<file path="src/rtl/md_unit.sv">
// md_unit: multi-cycle multiply/divide unit with architectural HI/LO state.
// Multiply-class ops are busy for MUL_CYCLES and divides for DIV_CYCLES.
// The product is registered on entry. The divider is a restoring
// shift-subtract engine that produces one quotient bit per cycle.
// HI/LO are written in a single edge when the operation completes.
// Optional feature: define MD_MADD_EN to enable MADD/MADDU/MSUB/MSUBU (ops 6-9).
// When it is undefined, those ops are no-ops and no accumulator adder exists.
module md_unit #(
    parameter int WIDTH      = 32,
    parameter int MUL_CYCLES = 5,
    parameter int DIV_CYCLES = 32
) (
    input  logic             clk,
    input  logic             reset,
    input  logic             start,
    input  logic [3:0]       op,
    input  logic [WIDTH-1:0] a,
    input  logic [WIDTH-1:0] b,
    input  logic             flush,
    output logic             busy,
    output logic             stall_req,
    output logic [WIDTH-1:0] hi,
    output logic [WIDTH-1:0] lo
);

    localparam int MAX_LAT = (MUL_CYCLES > DIV_CYCLES) ? MUL_CYCLES : DIV_CYCLES;
    localparam int CNT_W   = $clog2(MAX_LAT) + 1;
    localparam int ITER_W  = $clog2(WIDTH) + 1;
    localparam int W2      = 2 * WIDTH;

    localparam logic [3:0] OP_MULT  = 4'd0;
    localparam logic [3:0] OP_MULTU = 4'd1;
    localparam logic [3:0] OP_DIV   = 4'd2;
    localparam logic [3:0] OP_DIVU  = 4'd3;
    localparam logic [3:0] OP_MTHI  = 4'd4;
    localparam logic [3:0] OP_MTLO  = 4'd5;
    localparam logic [3:0] OP_MADD  = 4'd6;
    localparam logic [3:0] OP_MADDU = 4'd7;
    localparam logic [3:0] OP_MSUB  = 4'd8;
    localparam logic [3:0] OP_MSUBU = 4'd9;

    typedef enum logic [1:0] {
        S_IDLE    = 2'd0,
        S_RUN_MUL = 2'd1,
        S_RUN_DIV = 2'd2
    } state_e;

    // Ops that occupy the multiplier. The accumulate ops count only when built in.
    function automatic logic is_mul_op(input logic [3:0] o);
        case (o)
            OP_MULT, OP_MULTU: is_mul_op = 1'b1;
`ifdef MD_MADD_EN
            OP_MADD, OP_MADDU, OP_MSUB, OP_MSUBU: is_mul_op = 1'b1;
`endif
            default: is_mul_op = 1'b0;
        endcase
    endfunction

    function automatic logic is_div_op(input logic [3:0] o);
        is_div_op = (o == OP_DIV) || (o == OP_DIVU);
    endfunction

    function automatic logic is_signed_mul(input logic [3:0] o);
        is_signed_mul = (o == OP_MULT) || (o == OP_MADD) || (o == OP_MSUB);
    endfunction

    state_e           state_q, state_d;
    logic [CNT_W-1:0] cnt_q, cnt_d;
    logic             launch_mul, launch_div, commit, mt_hi, mt_lo;
    logic             commit_mul, commit_div;

    logic [WIDTH-1:0] hi_q, lo_q;

    // Multiply datapath
    logic [W2-1:0]    a_ext, b_ext, prod_in, prod_q, mul_result;
`ifdef MD_MADD_EN
    logic [3:0]       op_q;
`endif

    // Divide datapath
    logic             a_neg, b_neg;
    logic [WIDTH-1:0] a_q, dvsr_q, rem_q, quo_q;
    logic [ITER_W-1:0] iter_q;
    logic             quo_neg_q, rem_neg_q, dz_q;
    logic [WIDTH:0]   rem_shift;
    logic             rem_ge, iter_done;
    logic [WIDTH-1:0] rem_step, quo_step, rem_fin, quo_fin, div_hi, div_lo;

    // State register and latency counter
    always_ff @(posedge clk) begin
        // NOTE: sequential state uses non-blocking assignments so every register
        // samples pre-edge values regardless of statement order.
        if (!reset) begin
            state_q <= S_IDLE;
            cnt_q   <= '0;
        end else begin
            state_q <= state_d;
            cnt_q   <= cnt_d;
        end
    end

    // Next-state, counter and control strobes
    always_comb begin
        // NOTE: every output of this block gets a default first so no path
        // leaves a variable unassigned, which would infer a latch.
        state_d    = state_q;
        cnt_d      = cnt_q;
        launch_mul = 1'b0;
        launch_div = 1'b0;
        commit     = 1'b0;
        mt_hi      = 1'b0;
        mt_lo      = 1'b0;
        if (flush) begin
            state_d = S_IDLE;
            cnt_d   = '0;
        end else begin
            case (state_q)
                S_IDLE: begin
                    if (start) begin
                        if (is_mul_op(op)) begin
                            launch_mul = 1'b1;
                            state_d    = S_RUN_MUL;
                            cnt_d      = CNT_W'(MUL_CYCLES);
                        end else if (is_div_op(op)) begin
                            launch_div = 1'b1;
                            state_d    = S_RUN_DIV;
                            cnt_d      = CNT_W'(DIV_CYCLES);
                        end else if (op == OP_MTHI) begin
                            mt_hi = 1'b1;
                        end else if (op == OP_MTLO) begin
                            mt_lo = 1'b1;
                        end
                    end
                end
                S_RUN_MUL, S_RUN_DIV: begin
                    cnt_d = cnt_q - CNT_W'(1);
                    if (cnt_q == CNT_W'(1)) begin
                        commit  = 1'b1;
                        state_d = S_IDLE;
                    end
                end
                default: begin
                    state_d = S_IDLE;
                    cnt_d   = '0;
                end
            endcase
        end
    end

    assign commit_mul = commit && (state_q == S_RUN_MUL);
    assign commit_div = commit && (state_q == S_RUN_DIV);

    // Operand extension and full-width product of the incoming operands
    always_comb begin
        if (is_signed_mul(op)) begin
            a_ext = {{WIDTH{a[WIDTH-1]}}, a};
            b_ext = {{WIDTH{b[WIDTH-1]}}, b};
        end else begin
            a_ext = {{WIDTH{1'b0}}, a};
            b_ext = {{WIDTH{1'b0}}, b};
        end
        prod_in = a_ext * b_ext;
    end

    // Multiply result: the plain product or the accumulate against current HI/LO
    always_comb begin
        mul_result = prod_q;
`ifdef MD_MADD_EN
        case (op_q)
            OP_MADD, OP_MADDU: mul_result = {hi_q, lo_q} + prod_q;
            OP_MSUB, OP_MSUBU: mul_result = {hi_q, lo_q} - prod_q;
            default:           mul_result = prod_q;
        endcase
`endif
    end

    // Sign conditioning of the divide operands (unsigned ops never negate)
    always_comb begin
        a_neg = (op == OP_DIV) && a[WIDTH-1];
        b_neg = (op == OP_DIV) && b[WIDTH-1];
    end

    // One restoring-division step plus final sign fix and divide-by-zero override
    always_comb begin
        rem_shift = {rem_q, quo_q[WIDTH-1]};
        rem_ge    = (rem_shift >= {1'b0, dvsr_q});
        rem_step  = rem_ge ? (rem_shift[WIDTH-1:0] - dvsr_q) : rem_shift[WIDTH-1:0];
        quo_step  = {quo_q[WIDTH-2:0], rem_ge};
        iter_done = (iter_q == ITER_W'(WIDTH));
        // When DIV_CYCLES equals WIDTH the last step lands on the commit edge.
        quo_fin   = iter_done ? quo_q : quo_step;
        rem_fin   = iter_done ? rem_q : rem_step;
        if (dz_q) begin
            div_lo = '1;
            div_hi = a_q;
        end else begin
            div_lo = quo_neg_q ? -quo_fin : quo_fin;
            div_hi = rem_neg_q ? -rem_fin : rem_fin;
        end
    end

    // Operand latches and divide engine
    always_ff @(posedge clk) begin
        // NOTE: these datapath registers are deliberately not reset; they are
        // always loaded on launch before being read, so a reset adds nothing.
        if (launch_mul) begin
            prod_q <= prod_in;
`ifdef MD_MADD_EN
            op_q   <= op;
`endif
        end
        if (launch_div) begin
            a_q       <= a;
            dz_q      <= (b == '0);
            quo_q     <= a_neg ? -a : a;
            dvsr_q    <= b_neg ? -b : b;
            rem_q     <= '0;
            iter_q    <= '0;
            quo_neg_q <= a_neg ^ b_neg;
            rem_neg_q <= a_neg;
        end else if (state_q == S_RUN_DIV && !iter_done) begin
            quo_q  <= quo_step;
            rem_q  <= rem_step;
            iter_q <= iter_q + ITER_W'(1);
        end
    end

    // Architectural HI/LO: direct moves or an atomic commit at completion
    always_ff @(posedge clk) begin
        if (!reset) begin
            hi_q <= '0;
            lo_q <= '0;
        end else if (mt_hi) begin
            hi_q <= a;
        end else if (mt_lo) begin
            lo_q <= a;
        end else if (commit_mul) begin
            hi_q <= mul_result[W2-1:WIDTH];
            lo_q <= mul_result[WIDTH-1:0];
        end else if (commit_div) begin
            hi_q <= div_hi;
            lo_q <= div_lo;
        end
    end

    assign busy      = (state_q != S_IDLE);
    assign stall_req = busy | (start & (is_mul_op(op) | is_div_op(op)));
    assign hi        = hi_q;
    assign lo        = lo_q;

endmodule
</file>
<file path="config.mk">
export PLATFORM = sky130hd
export DESIGN_NAME = md_unit
export DESIGN_NICKNAME = d
export VERILOG_FILES = /design/src/rtl/md_unit.sv
export SDC_FILE = /design/constraint.sdc
export NUM_CORES = 2
export LEC_CHECK = 0
export BUFFER_PORTS_ARGS = -buffer_cell sky130_fd_sc_hd__buf_2
export CAP_MARGIN = 20
export CORE_MARGIN = 5
export CORE_UTILIZATION = 56
export CTS_BUF_LIST = sky130_fd_sc_hd__clkbuf_8
export DETAILED_ROUTE_END_ITERATION = 7
export GPL_ROUTABILITY_DRIVEN = 0
export GPL_TIMING_DRIVEN = 0
export PLACE_DENSITY = 0.72
export SETUP_SLACK_MARGIN = 0.5
export SYNTH_ARGS = -nofsm -noshare
export SYNTH_HDL_FRONTEND = slang
export SYNTH_SLANG_ARGS = --single-unit
</file>
<file path="constraint.sdc">
create_clock -name clk -period 15.9 [get_ports clk]
set_clock_uncertainty 0.15 [all_clocks]
set_input_delay 4.77 -clock clk [delete_from_list [all_inputs] [get_ports clk]]
set_output_delay 4.77 -clock clk [all_outputs]
set_load 0.005 [all_outputs]
</file>
# Word-level counts from Yosys, hierarchy flattened
# Cells that the tools add are included.
[classes]
n_mux = 58
reduce_logical = 23
bitwise_logic = 6
add_sub_neg = 7
magnitude_cmp = 1
eq_ne = 15
multipliers = 1
[op_table]
columns = ["operator", "count"]
rows = [
  ["32-bit two-way mux", 18],
  ["64-bit two-way mux", 2],
  ["32-bit negation", 4],
  ["64-bit by 64-bit multiplier with 64-bit output", 1],
  ["33-bit by 32-bit >= comparator with 1-bit output", 1],
  ["32-bit logical NOT", 1],
  ["32-bit subtractor", 1],
  ["1-bit two-way mux", 29],
  ["6-bit two-way mux", 3],
  ["4-bit by 3-bit == test with 1-bit output, second input constant", 3],
  ["6-bit one-hot mux with 2 select lines", 1],
  ["4-bit by 2-bit == test with 1-bit output, second input constant", 2],
  ["2-bit two-way mux", 4],
  ["6-bit by 1-bit adder with 6-bit output, second input constant", 1],
  ["6-bit by 1-bit == test with 1-bit output, second input constant", 1],
  ["6-bit == test, second input constant", 1],
  ["2-bit != test, second input constant", 3],
  ["2-bit AND reduction", 3],
  ["3-bit nonzero test", 2],
  ["2-bit OR reduction", 3],
  ["6-bit by 1-bit subtractor with 6-bit output, second input constant", 1],
  ["1-bit logical AND", 5],
  ["4-bit by 1-bit == test with 1-bit output, second input constant", 1],
  ["4-bit == test, second input constant", 1],
  ["other kinds (14)", 19],
]
[totals]
in_bits = 72
reg_bits = 273
word_cells = 124

# Longest topological paths before layout
[depth]
ltp_word = 12
depth_mapped = 40

# Worst setup path after synthesis
# Ideal clock, no wire load.
[synth_timing]
path_type = "input -> register"
from = "in op[1]"
to = "reg prod_q[57] (netlist: mul_result[57]) (data pin)"
path_stages = 38
arrival_time_ns = 14.165
n_path_buf = 3
t_required_ns = 15.492
path_slack_ns = 1.327
cell_sequence = "clkbuf_1 a21oi_1 nor2_1 and2_0 clkbuf_1 clkbuf_1 nand2_1 inv_1 fa_1 inv_1 fa_1 fa_1 inv_1 fa_1 fa_1 inv_1 fa_1 inv_1 [2 not listed] fa_1 inv_1 fa_1 inv_1 ha_1 nand4_1 a211o_1 a31oi_1 a211o_1 or4_1 nand2_1 o211ai_1 o221a_2 a41o_1 or2_1 a21o_1 a21oi_1 xnor2_1"
[synth_between]
elab_chain_len = 5
elab_cells_between_ends = 8
cone_classes = "mul: 1; eq/ne: 2; mux: 2; reduce/logical: 3"
[synth_lines]
columns = ["element", "line_no", "text"]
rows = [
  ["from (decl)", "16", "input logic [3:0] op,"],
  ["4-bit by 3-bit == test with 1-bit output / 4-bit logical NOT (equally long branches)", "64", "is_signed_mul = (o == OP_MULT) || (o == OP_MADD) || (o == OP_MSUB);"],
  ["1-bit logical OR", "64", ""],
  ["1-bit logical OR (*)", "64", ""],
  ["64-bit two-way mux", "155", "if (is_signed_mul(op)) begin"],
  ["64-bit by 64-bit multiplier with 64-bit output (*)", "162", "prod_in = a_ext * b_ext;"],
  ["net prod_in[57]", "75", "logic [W2-1:0] a_ext, b_ext, prod_in, prod_q, mul_result;"],
  ["to (signal assigned)", "207", "prod_q <= prod_in;"],
  ["to (decl)", "75", ""],
]
# The timed path passes the listed nets; every way through them passes the cells marked *.
# A chain may end at the register's enable or synchronous reset.

# Final worst setup path
[layout_timing]
from = "in a[16]"
to = "reg prod_q[57] (netlist: mul_result[57]) (data pin)"
[layout_between]
elab_chain_len = 2
[layout_lines]
columns = ["element", "line_no", "text"]
rows = [
  ["from (decl)", "17", "input logic [WIDTH-1:0] a,"],
  ["64-bit two-way mux", "155", ""],
  ["64-bit by 64-bit multiplier with 64-bit output", "162", ""],
  ["net prod_in[57]", "75", ""],
]
# The timed path passes the listed nets, and every way through them passes these cells.

==> key figures <==
Clocking
  • Clock Latency Late Sink: 0.63 ns
  • H-tree levels: 2
  • Root Buffer: clkbuf_8
  • Clock Tree Buf Depth: 3
  • Clock transition at the registers of the reported paths: 0.08 ns
  • CTS Buf Count: 37
  • Clk sinks: 273
  • CTS tree: done

Routing
  • Final wirelength: 247900 um
  • Vias per cell: 6.128
  • Detailed Route Iter0 Violations: 6931
  • DR WL/cell: 28.26 um
  • Via count: 53770
  • 1st-pass router iterations: 8
  • Post-route antenna net violation count: 0
  • DRC Markers: 4

GRT
  • Vias in the first global route: 55500
  • Largest net degree at the start of global routing: 41
  • Grt ovf: 0
  • GRT Total Usage: 40.84%
  • First-pass GRT wire length: 361700 um
  • Number of antenna violations at the first check in global routing: 30

Setup path
  • Terminus of the critical flop-to-flop path: lo[30]
  • Worst Path Max Fanout: 9
  • FF-to-FF setup slack: 7.57 ns
  • Critical Path RT: 16.11 ns
  • Delay-heaviest family, CP: adder cells
  • Max stage delay on crit path: 0.70 ns
  • Startpoint types: input port
  • WP data arrival: 15.52 ns
  • FF-to-FF path depth: 22
  • CP endpoint kind: flip-flop
  • Critical-path top delay cell: clkbuf_1
  • Critical path type: in2reg
  • Worst path bufs/invs: 9
  • Reg2reg start: iter_q[0]
  • Most frequent cell on the critical path: fa_1

STA
  • Worst slew margin: 15.98%
  • Final setup fails: 0
  • Final period utilization: 96.33%
  • Worst Tran Pin Value: 1.260 ns
  • Fin Setup TNS: 0 ns
  • RSZ-0062 raised after global routing: false
  • Pins Over Slew Limit: 0
  • Min Tclk post-route: 15.32 ns
  • Hold Vio Cnt, Final: 0
  • F_max: 65.29 MHz

Logic synthesis
  • Ys async rst share: 0%
  • Count leader, synth: inv_1
  • YS warnings: 0
  • Commonest cells post-synth: 1601 x inv_1, 1420 x fa_1, 931 x nand2_1
  • Net Count, Synth: 8855
  • #FFs+latches synth: 273
  • Syn Std Cell Area: 0.06415 mm^2
  • Area share of the largest cell type after synthesis: 44.31%
  • Number of synthesized flops with an enable pin: 163
  • Cell accounting for the most synthesized area: fa_1
  • Synthesized instance count: 7006
  • Largest cells by area after synthesis: fa_1 44%, inv_1 9.4%, edfxtp_1 7.6%
  • Sequential share of the synthesized area: 11.06%
  • Mapped Avg Cell Area: 9.157 um^2
  • Distinct cells, synth: 97
  • Dominant synthesized flop cell: edfxtp_1

Floorplanning
  • Chip width: 348.5 um
  • I/O pin cnt: 138
  • Initial Utilization: 56.26%
  • Die H: 348.5 um
  • Die area: 0.1214 mm^2
  • Core area: 0.1140 mm^2
  • Cell Rows: 124

Status
  • Failing checks: design-rule violations
  • Outcome: finished with violations

Worst hold path
  • Endpoint, Worst Hold: cnt_q[4]
  • WHS Path Cells: 2
  • Hold path start: cnt_q[4]
  • Worst min-delay path class: reg2reg

Placed design
  • Port Buf Inserts: 111
  • Hpwl dp: 209000 um

Finish
  • NumNets Final: 9061
  • Synth-to-Final Area Change: 6.711%
  • Share of cells above drive strength 1: 4.282%

Flow run
  • Max_cap viols: 0
## worst max-delay path by stage
stage / start / cells after the start / slack (ns) / endpoint
6_report: a[16] / 34 / 0.58 / mul_result[57]
5_1_grt: a[26] / 34 / 0.51 / mul_result[62]
4_1_cts: op[2] / 37 / 0.45 / mul_result[57]
3_5_place_dp: op[2] / 37 / -1.45 / mul_result[57]
3_3_place_gp: op[2] / 39 / -1.27 / mul_result[57]
2_1_floorplan: op[1] / 38 / 1.33 / mul_result[57]
## cell families after synthesis
group                    count (synthesis)  synth area share [%]
buffers and inverters                 1999                 11.75
flip-flops                             273                 11.06
adder cells (fa/ha/maj)               1778                 51.29
AO/OA/AOI/OAI                          800                 8.307
XOR/XNOR                               254                 3.468
multiplexers                            36                0.5676
AND/OR/NAND/NOR                       1866                 13.56
## sequential cells by signal, summed over array words and instances (netlist names)
signal,flops
state_q,2
iter_q,6
dvsr_q,32
cnt_q,6
lo,32
hi,32
quo_neg_q,1
rem_q,32
a_q,32
dz_q,1
quo_q,32
rem_neg_q,1
mul_result,64
## layer usage
metal	wire length, um	vias up	global-route usage (%)
li1	-	21730	-
met1	80020	26330	47.31
met2	102000	4369	59.48
met3	38730	1318	17.60
met4	27020	22	32.23
met5	199	-	0.07849
## per-stage QoR
step	instances	cell area [um^2]	util (%)	hold WS, ns	setup WS [ns]
detailed placement	8676	67400	59.10	0.3200	-1.455
floorplan	7006	64150	-	0.3001	1.327
CTS	8742	68230	59.83	0.3329	0.4508
global route	8758	68420	60.00	0.3719	0.5066
finish	8774	68460	60.03	0.3312	0.5835
global placement	8629	66600	58.40	0.3099	-1.265
## placed cells by master (no fill, tap or decap), types with 15 or more instances in the layout
cell type,netlist,final
a211oi_1,34,34
a21o_1,64,64
a21oi_1,203,203
a22oi_1,23,23
a311oi_1,21,21
a31oi_1,26,26
and2_1,358,358
and3_1,46,46
buf_1,78,74
buf_2,8,119
buf_4,2,15
buf_8,0,26
clkbuf_1,305,281
clkbuf_2,0,21
clkbuf_8,0,41
dfxtp_1,110,110
diode_2,0,23
edfxtp_1,163,163
fa_1,1420,1416
ha_1,357,357
inv_1,1601,1606
mux2i_1,33,33
nand2_1,931,930
nand2b_1,26,26
nand3_1,51,51
nand4_1,18,18
nor2_1,252,251
nor2b_1,20,20
nor3_1,62,61
o2111ai_1,17,17
o211ai_1,40,40
o21a_1,17,17
o21ai_0,166,166
o221ai_1,20,20
o22ai_1,19,19
o31ai_1,22,22
or3_1,22,22
xnor2_1,165,165
xor2_1,89,89
## cell type report
cell class / count / area, um^2
Multi-Input combinational cell: 4734 / 49560
Fill cell: 9645 / 45580
Sequential cell: 273 / 7097
Inverter: 1604 / 6021
Tap cell: 1512 / 1892
Buffer: 394 / 1569
Timing Repair Buffer: 168 / 1458
Clock buffer: 40 / 550.5
Clock inverter: 26 / 252.7
Antenna cell: 23 / 57.56
## tightest hold or removal path, stage by stage, from the launching register on
cell and delay (ns):
dfxtp_1 0.31, o21ai_0 0.07, a21oi_1 0.06
## timing repair
item,4_1_cts,5_1_grt
pin swaps,0,1
gates resized for setup,13,47
setup buffers,0,1
hold buffers,0,0
setup endpoints to repair,19,11
Power is left out: the tool's default activity adds up to more than one toggle a clock period on the data nets, which glitch-free logic cannot reach.
